--- config.mk ---
export PLATFORM = sky130hd
export DESIGN_NAME = id_ex_stage
export DESIGN_NICKNAME = d
export VERILOG_FILES = /design/src/rtl/id_ex_stage.sv
export SDC_FILE = /design/constraint.sdc
export NUM_CORES = 1
export LEC_CHECK = 0
export ABC_AREA = 1
export BUFFER_PORTS_ARGS = -buffer_cell sky130_fd_sc_hd__buf_2
export CAP_MARGIN = 20
export CELL_PAD_IN_SITES_DETAIL_PLACEMENT = 1
export CELL_PAD_IN_SITES_GLOBAL_PLACEMENT = 2
export CORE_UTILIZATION = 24
export CTS_CLUSTER_DIAMETER = 50
export DETAILED_ROUTE_END_ITERATION = 16
export PLACE_DENSITY_LB_ADDON = 0.2
export SYNTH_ARGS = -nofsm -noshare
export SYNTH_HDL_FRONTEND = slang
export SYNTH_SLANG_ARGS = --single-unit
--- constraint.sdc ---
create_clock -name clk -period 1.8 [get_ports clk]
set_clock_uncertainty 0.15 [all_clocks]
set_input_delay 0.36 -clock clk [delete_from_list [all_inputs] [get_ports clk]]
set_output_delay 0.36 -clock clk [all_outputs]
set_load 0.005 [all_outputs]
--- src/rtl/id_ex_stage.sv ---
// ID/EX pipeline register: decodes ALU control and operands, registers them behind valid/ready.
// Optional operand forwarding from MEM/WB is enabled with `define ID_EX_FORWARD_EN.
module id_ex_stage #(
  parameter int unsigned XLEN = 64
) (
  input  logic            clk,
  input  logic            rst_n,
  input  logic            flush,
  input  logic            in_valid,
  output logic            in_ready,
  input  logic [XLEN-1:0] in_pc,
  input  logic [XLEN-1:0] in_rs1_data,
  input  logic [XLEN-1:0] in_rs2_data,
  input  logic [XLEN-1:0] in_imm,
  input  logic [6:0]      in_opcode,
  input  logic [2:0]      in_funct3,
  input  logic            in_funct7b5,
  input  logic [4:0]      in_rs1,
  input  logic [4:0]      in_rs2,
  input  logic [4:0]      in_rd,
`ifdef ID_EX_FORWARD_EN
  input  logic            fwd_mem_valid,
  input  logic [4:0]      fwd_mem_rd,
  input  logic [XLEN-1:0] fwd_mem_data,
  input  logic            fwd_wb_valid,
  input  logic [4:0]      fwd_wb_rd,
  input  logic [XLEN-1:0] fwd_wb_data,
`endif
  output logic            out_valid,
  input  logic            out_ready,
  output logic [XLEN-1:0] ex_a,
  output logic [XLEN-1:0] ex_b,
  output logic [3:0]      ex_alu_control,
  output logic [XLEN-1:0] ex_rs2_data,
  output logic [4:0]      ex_rd,
  output logic            ex_reg_write,
  output logic            ex_mem_read,
  output logic            ex_mem_write,
  output logic            ex_branch,
  output logic            ex_jump,
  output logic [2:0]      ex_funct3,
  output logic            ex_illegal
);

  localparam logic [6:0] OP_R      = 7'b0110011;
  localparam logic [6:0] OP_I      = 7'b0010011;
  localparam logic [6:0] OP_LOAD   = 7'b0000011;
  localparam logic [6:0] OP_STORE  = 7'b0100011;
  localparam logic [6:0] OP_BRANCH = 7'b1100011;
  localparam logic [6:0] OP_LUI    = 7'b0110111;
  localparam logic [6:0] OP_AUIPC  = 7'b0010111;
  localparam logic [6:0] OP_JAL    = 7'b1101111;
  localparam logic [6:0] OP_JALR   = 7'b1100111;

  localparam logic [3:0] ALU_AND  = 4'b0000;
  localparam logic [3:0] ALU_OR   = 4'b0001;
  localparam logic [3:0] ALU_ADD  = 4'b0010;
  localparam logic [3:0] ALU_SLL  = 4'b0011;
  localparam logic [3:0] ALU_SRL  = 4'b0100;
  localparam logic [3:0] ALU_SRA  = 4'b0101;
  localparam logic [3:0] ALU_SUB  = 4'b0110;
  localparam logic [3:0] ALU_SLTU = 4'b0111;
  localparam logic [3:0] ALU_SLT  = 4'b1000;
  localparam logic [3:0] ALU_XOR  = 4'b1001;

  logic [XLEN-1:0] rs1_val, rs2_val;
  logic [XLEN-1:0] a_c, b_c;
  logic [3:0]      alu_c, arith_alu;
  logic            rw_c, mr_c, mw_c, br_c, jp_c, ill_c;
  logic            load;

`ifdef ID_EX_FORWARD_EN
  // MEM result is newer than WB, so it wins; x0 is never forwarded
  always_comb begin
    rs1_val = in_rs1_data;
    rs2_val = in_rs2_data;
    if (in_rs1 != 5'd0 && fwd_mem_valid && fwd_mem_rd == in_rs1)     rs1_val = fwd_mem_data;
    else if (in_rs1 != 5'd0 && fwd_wb_valid && fwd_wb_rd == in_rs1) rs1_val = fwd_wb_data;
    if (in_rs2 != 5'd0 && fwd_mem_valid && fwd_mem_rd == in_rs2)     rs2_val = fwd_mem_data;
    else if (in_rs2 != 5'd0 && fwd_wb_valid && fwd_wb_rd == in_rs2) rs2_val = fwd_wb_data;
  end
`else
  assign rs1_val = in_rs1_data;
  assign rs2_val = in_rs2_data;
`endif

  // funct3 map shared by R- and I-type; SUB only exists for R-type
  always_comb begin
    arith_alu = ALU_ADD;
    unique case (in_funct3)
      3'b000: arith_alu = (in_opcode == OP_R && in_funct7b5) ? ALU_SUB : ALU_ADD;
      3'b001: arith_alu = ALU_SLL;
      3'b010: arith_alu = ALU_SLT;
      3'b011: arith_alu = ALU_SLTU;
      3'b100: arith_alu = ALU_XOR;
      3'b101: arith_alu = in_funct7b5 ? ALU_SRA : ALU_SRL;
      3'b110: arith_alu = ALU_OR;
      3'b111: arith_alu = ALU_AND;
      default: arith_alu = ALU_ADD;
    endcase
  end

  always_comb begin
    a_c   = rs1_val;
    b_c   = rs2_val;
    alu_c = ALU_ADD;
    rw_c  = 1'b0;
    mr_c  = 1'b0;
    mw_c  = 1'b0;
    br_c  = 1'b0;
    jp_c  = 1'b0;
    ill_c = 1'b0;
    case (in_opcode)
      OP_R:     begin alu_c = arith_alu; rw_c = 1'b1; end
      OP_I:     begin alu_c = arith_alu; b_c = in_imm; rw_c = 1'b1; end
      OP_LOAD:  begin b_c = in_imm; mr_c = 1'b1; rw_c = 1'b1; end
      OP_STORE: begin b_c = in_imm; mw_c = 1'b1; end
      OP_BRANCH: begin
        br_c = 1'b1;
        case (in_funct3[2:1])
          2'b00:   alu_c = ALU_SUB;
          2'b10:   alu_c = ALU_SLT;
          2'b11:   alu_c = ALU_SLTU;
          default: begin br_c = 1'b0; ill_c = 1'b1; end
        endcase
      end
      OP_LUI:   begin a_c = '0; b_c = in_imm; rw_c = 1'b1; end
      OP_AUIPC: begin a_c = in_pc; b_c = in_imm; rw_c = 1'b1; end
      OP_JAL, OP_JALR: begin
        a_c  = in_pc;
        b_c  = XLEN'(4);
        jp_c = 1'b1;
        rw_c = 1'b1;
      end
      default:  ill_c = 1'b1;
    endcase
  end

  assign in_ready = !out_valid || out_ready;
  assign load     = in_valid && in_ready;

  // flush has priority over load and drain
  always_ff @(posedge clk or negedge rst_n) begin
    if (!rst_n) begin
      out_valid <= 1'b0;
    end else if (flush) begin
      out_valid <= 1'b0;
    end else if (load) begin
      out_valid <= 1'b1;
    end else if (out_ready) begin
      out_valid <= 1'b0;
    end
  end

  always_ff @(posedge clk or negedge rst_n) begin
    if (!rst_n) begin
      ex_a           <= '0;
      ex_b           <= '0;
      ex_alu_control <= '0;
      ex_rs2_data    <= '0;
      ex_rd          <= '0;
      ex_reg_write   <= 1'b0;
      ex_mem_read    <= 1'b0;
      ex_mem_write   <= 1'b0;
      ex_branch      <= 1'b0;
      ex_jump        <= 1'b0;
      ex_funct3      <= '0;
      ex_illegal     <= 1'b0;
    end else if (load) begin
      ex_a           <= a_c;
      ex_b           <= b_c;
      ex_alu_control <= alu_c;
      ex_rs2_data    <= rs2_val;
      ex_rd          <= in_rd;
      ex_reg_write   <= rw_c && (in_rd != 5'd0);
      ex_mem_read    <= mr_c;
      ex_mem_write   <= mw_c;
      ex_branch      <= br_c;
      ex_jump        <= jp_c;
      ex_funct3      <= in_funct3;
      ex_illegal     <= ill_c;
    end
  end

endmodule

### Word level (Yosys, flattened, before mapping)

Index checks and enable logic that the tools add are counted.

| cells by class | value |
|---|---|
| equal/unequal tests | 18 |
| muxes and demuxes | 18 |
| reduce and logical (&&, ||, !) cells | 16 |

Operator list:

| kind | number |
|---|---|
| $pmux 64 s2 | 2 |
| $pmux 4 s8 | 1 |
| $eq 7x6->1 const B | 3 |
| $eq 7x7->1 const B | 3 |
| $eq 7x5->1 const B | 2 |
| $eq 3x3->1 const B | 4 |
| $pmux 4 s3 | 1 |
| $mux 1 | 11 |
| $pmux 4 s2 | 1 |
| $reduce_or 8->1 | 1 |
| $eq 7x2->1 const B | 1 |
| $reduce_or 7->1 | 1 |
| $eq 3x2->1 const B | 2 |
| $reduce_or 3->1 | 2 |
| $reduce_bool 5->1 | 1 |
| $reduce_or 5->1 | 1 |
| $eq 2x2->1 const B | 2 |
| $reduce_or 2->1 | 2 |
| $eq 3x1->1 const B | 1 |
| $logic_and 1x1->1 | 3 |
| $logic_not 3->1 | 1 |
| $mux 3 | 1 |
| $reduce_bool 3->1 | 1 |
| $logic_not 2->1 | 1 |
| 3 further kinds | 3 |

| storage, ports and cells | value |
|---|---|
| register bits after elaboration | 211 |
| input port bits | 287 |
| output and inout port bits | 212 |
| word-level logic and storage cells | 65 |

### Depth between registers and ports, before layout

| logic depth | value |
|---|---|
| word-level depth | 5 |
| gate-level depth with buffers | 11 |
| gate-level depth less buffers | 10 |

### Worst setup path before layout

No wires, ideal clock.

| timing | value |
|---|---|
| kind | input -> register |
| start point | in out_ready |
| end point | reg ex_b[57] |
| setup time | 69 ps |
| arrival | 1351 ps |
| data required time | 1581 ps |
| slack | 230 ps |
| stages | 8 |
| buffers on the path | 3 |
| path through | inv_1 > nand2_1 > nand2_1 > buf_2 > buf_2 > clkbuf_1 > nand2_1 > nand3_1 |

| on the way | value |
|---|---|
| longest elaborated chain between the ends | 2 |

Ends and longest elaborated chain:

| item | RTL line | RTL |
|---|---|---|
| from (decl) | 30 | `input logic out_ready,` |
| $logic_or 1x1->1 | 139 | `assign in_ready = !out_valid \|\| out_ready;` |
| net in_ready | 10 | `output logic in_ready,` |
| $logic_and 1x1->1 | 140 | `assign load = in_valid && in_ready;` |
| to (signal assigned) | 158 | `ex_b <= '0;` |
| to (signal assigned) | 171 | `ex_b <= b_c;` |
| to (decl) | 32 | `output logic [XLEN-1:0] ex_b,` |

The timed path passes the listed nets, and every way through them passes these cells.
A chain may end at the register's enable or synchronous reset.

### Final worst setup path

| timing | value |
|---|---|
| start point | reg out_valid |
| end point | out in_ready |

| on the way | value |
|---|---|
| longest elaborated chain between the ends | 2 |

Ends and longest elaborated chain:

| item | RTL line | RTL |
|---|---|---|
| from (decl) | 29 | `output logic out_valid,` |
| from (signal assigned) | 145 | `out_valid <= 1'b0;` |
| from (signal assigned) | 147 | `out_valid <= 1'b0;` |
| from (signal assigned) | 149 | `out_valid <= 1'b1;` |
| $logic_not 1->1 | 139 |  |
| $logic_or 1x1->1 | 139 |  |
| to (decl) | 10 |  |

Every way passes these cells.

==> flow_summary.yaml <==
clock_network:
  cts_setup_buffers: 0
  cts_tree: "yes"
  clkSlewWorstSetupHoldPaths_ns: 0.05
  htree_levels: 2
  numCtsBuffers: 34
  clock_latency_ns: 0.50
  cts_sinks: 211
  cts_root_buffer: "clkbuf_16"
  clock_path_buffers: 3
grt:
  grt_antenna_before_repair: 8
  grt_pass1_wl_um: 67300
  grt_max_degree: 87
  busiest_layer: "met2"
  met3_usage_pct: 6.60
  grt_pass1_vias: 12100
  use_met1_pct: 24.0
  grt_usage_pct: 20.9
  grt.overflow.total: 0
  grt_use_met2_pct: 36.8
power:
  p_leak_nw: 9.07
  power.density_nw_per_um2: 913
  finalPower_w: 0.0152
  vdd_drop_max_mv: 0.391
  power.switching_w: 0.00409
  power.internal_w: 0.0111
  seq_power_share_pct: 36.9
  p_sw_share_pct: 26.9
  p_clk_share_pct: 45.0
  combPwrFrac_pct: 18.1
cells_and_area:
  fin_area_um2: 16700
  stdcell_count: 2535
  syn2layout_area_growth_pct: 72.8
  final_util_pct: 42.0
  nNetsFinal: 2271
  drive_gt1_share_pct: 31.0
  fill_cells: 4865
sta:
  tightest_slew_ns: 0.406
  fin_ws_ns: 0.0835
  period_share_pct: 95.4
  fmax_mhz: 583
  hold_viol: 0
  slew_headroom_pct: 72.9
  drv_slew: 0
  fin_crit_ns: 1.72
  rsz0062_at_grt: "false"
  setup_violations: 0
logic_synthesis:
  yosys_warnings: 0
  synth_area_um2: 9660
  async_reset_ff_share_pct: 100
  yosysUniqueCellTypes: 21
  synth_fp_nets: 1530
  syn_inst: 1240
  ys_seq_area_share_pct: 54.7
  yosysTopAreaCellShare_pct: 54.7
  syn_area_per_cell_um2: 7.79
  synth_flop_cell: "dfrtp_1"
  yosys-top-cells-area: "dfrtp_1 (55%), nand2_1 (29%), nand3b_1 (3.8%)"
  synth_top_cell_by_area: "dfrtp_1"
  synth_edf_count: 0
  yosys_register_bits: 211
drt:
  drc: 0
  routed_wl_um: 43400
  ant_nets: 0
  wire_per_inst_um: 17.1
  vias: 11100
  drtIter0Drc: 432
  drt_pass1_iterations: 4
  via_per_inst: 4.37
placement:
  place_congestion: 0.839
  port_buffers: 488
  dpl-instance-area_um2: 13200
  placedCellCount: 2245
  pre_cts_slack_ns: -0.177
  dp_hpwl_um: 30400
critical_path:
  cp-end-kind: "output pin"
  required_ns: 1.29
  cp_data_arrival_time_ns: 1.21
  worstSetupPathType: "reg2out"
  cp-start-kind: "register"
  cp_max_fo: 3
flow_run:
  drv_cap: 0
floorplanning:
  fp.dieH_um: 203
  ios: 499
  dieArea_um2: 41000
  num_rows: 73
  initial_utilization_pct: 24.3
  design.core.area_um2: 39700
  die_w_um: 203
run_status:
  status: "finished clean"
worst_hold_path:
  worstHoldPathType: "in2reg"
==> synthesized netlist by cell type (6+ instances only) <==
master	instances
buf_1	7
buf_2	35
buf_6	7
clkbuf_1	23
dfrtp_1	211
inv_1	19
inv_2	6
nand2_1	748
nand3_1	72
nand3b_1	49
nand4_1	17
nor2_1	18
o21ai_0	12
==> critical path: stages, from the launching register on <==
cell     delay (ns)
dfrtp_1        0.37
nand2_1        0.16
buf_2          0.18
==> registers in the layout, summed over array words and instances, names as in the netlist, 3 cells and up <==
name / cells
ex_b: 64
ex_rd: 5
ex_alu_control: 4
ex_funct3: 3
ex_a: 64
ex_rs2_data: 64
==> layer usage <==
metal  vias to the layer above  routed length, um
li1                       5354                  -
met3                        75               3330
met1                      5287              17500
met2                       364              21300
met4                        10               1210
met5                         -                 59
==> layout by cell type, fill, tap and decap left out, types with 3 or more instances in the layout <==
cell	netlist	final
nand3_1	72	72
nor2_1	18	18
dlygate4sd3_1	0	224
clkbuf_8	0	4
clkbuf_16	0	36
buf_12	0	24
ha_1	3	3
buf_4	0	39
nand3b_1	49	49
o21ai_0	12	12
nor2_4	3	3
diode_2	0	4
buf_2	35	487
inv_2	6	5
bufinv_16	0	5
nand2_1	748	747
clkbuf_1	23	5
dfrtp_1	211	211
a21oi_1	3	3
clkinv_2	0	4
nand4_1	17	17
clkinvlp_4	0	4
inv_1	19	19
==> what timing repair did <==
action,CTS,global route
endpoints found under the setup margin,0,3
hold buffers,224,0
gates resized for setup,0,2
hold endpoints to repair,396,0
==> logic make-up (layout without fill, tap and decap cells) <==
logic type,Yosys count,in the layout,synth area share [%]
and+or+nand+nor,909,909,38.9
DFF,211,211,54.7
buffers and inverters,97,863,4.77
AOI/OAI and AO/OA,20,20,1.23
adders and majority gates,3,3,0.389
other,0,4,0
==> area by class of cell <==
type                       count  area (um2)  share of cell area (%)
sequential                   211        5280                    31.6
clock inverter                17         235                    1.41
inverter                      25         101                   0.607
antenna                        4        10.0                  0.0600
multi-input combinational    932        3930                    23.6
clock buffer                  44         950                    5.69
tap                          525         657                    3.94
timing repair buffer         777        5520                    33.1
==> stage by stage <==
stage	hold WS [ns]	setup TNS [ns]
2_1_floorplan	-0.0856	0
3_3_place_gp	0.109	-6.49
3_5_place_dp	0.109	-9.72
4_1_cts	0.0000526	0
5_1_grt	0.0269	0
6_report	0.0199	0
==> path summary, 6_finish.rpt <==
kind / from / end / slack (ns) / cells past startpoint
min: in_rs1_data[57] / ex_a[57] / 0.02 / 5
min in group asynchronous: rst_n / ex_b[49] / 0.19 / 2
min reg2reg: ex_a[41] / ex_a[41] / 0.32 / 2
max reg2reg: out_valid / ex_b[44] / 0.15 / 7
max in group asynchronous: rst_n / ex_a[61] / 0.70 / 3
max: out_valid / in_ready / 0.08 / 2
==> power by group through the flow <==
stage                     Clock [W]  Combinational [W]  Sequential [W]
after global placement            0            0.00236         0.00566
after global routing        0.00722            0.00308         0.00569
after CTS                   0.00705            0.00278         0.00562
final                       0.00685            0.00276         0.00562
after floorplan                   0           0.000814         0.00571
after detailed placement          0            0.00238         0.00568
Power figures use the tool's default switching activity.
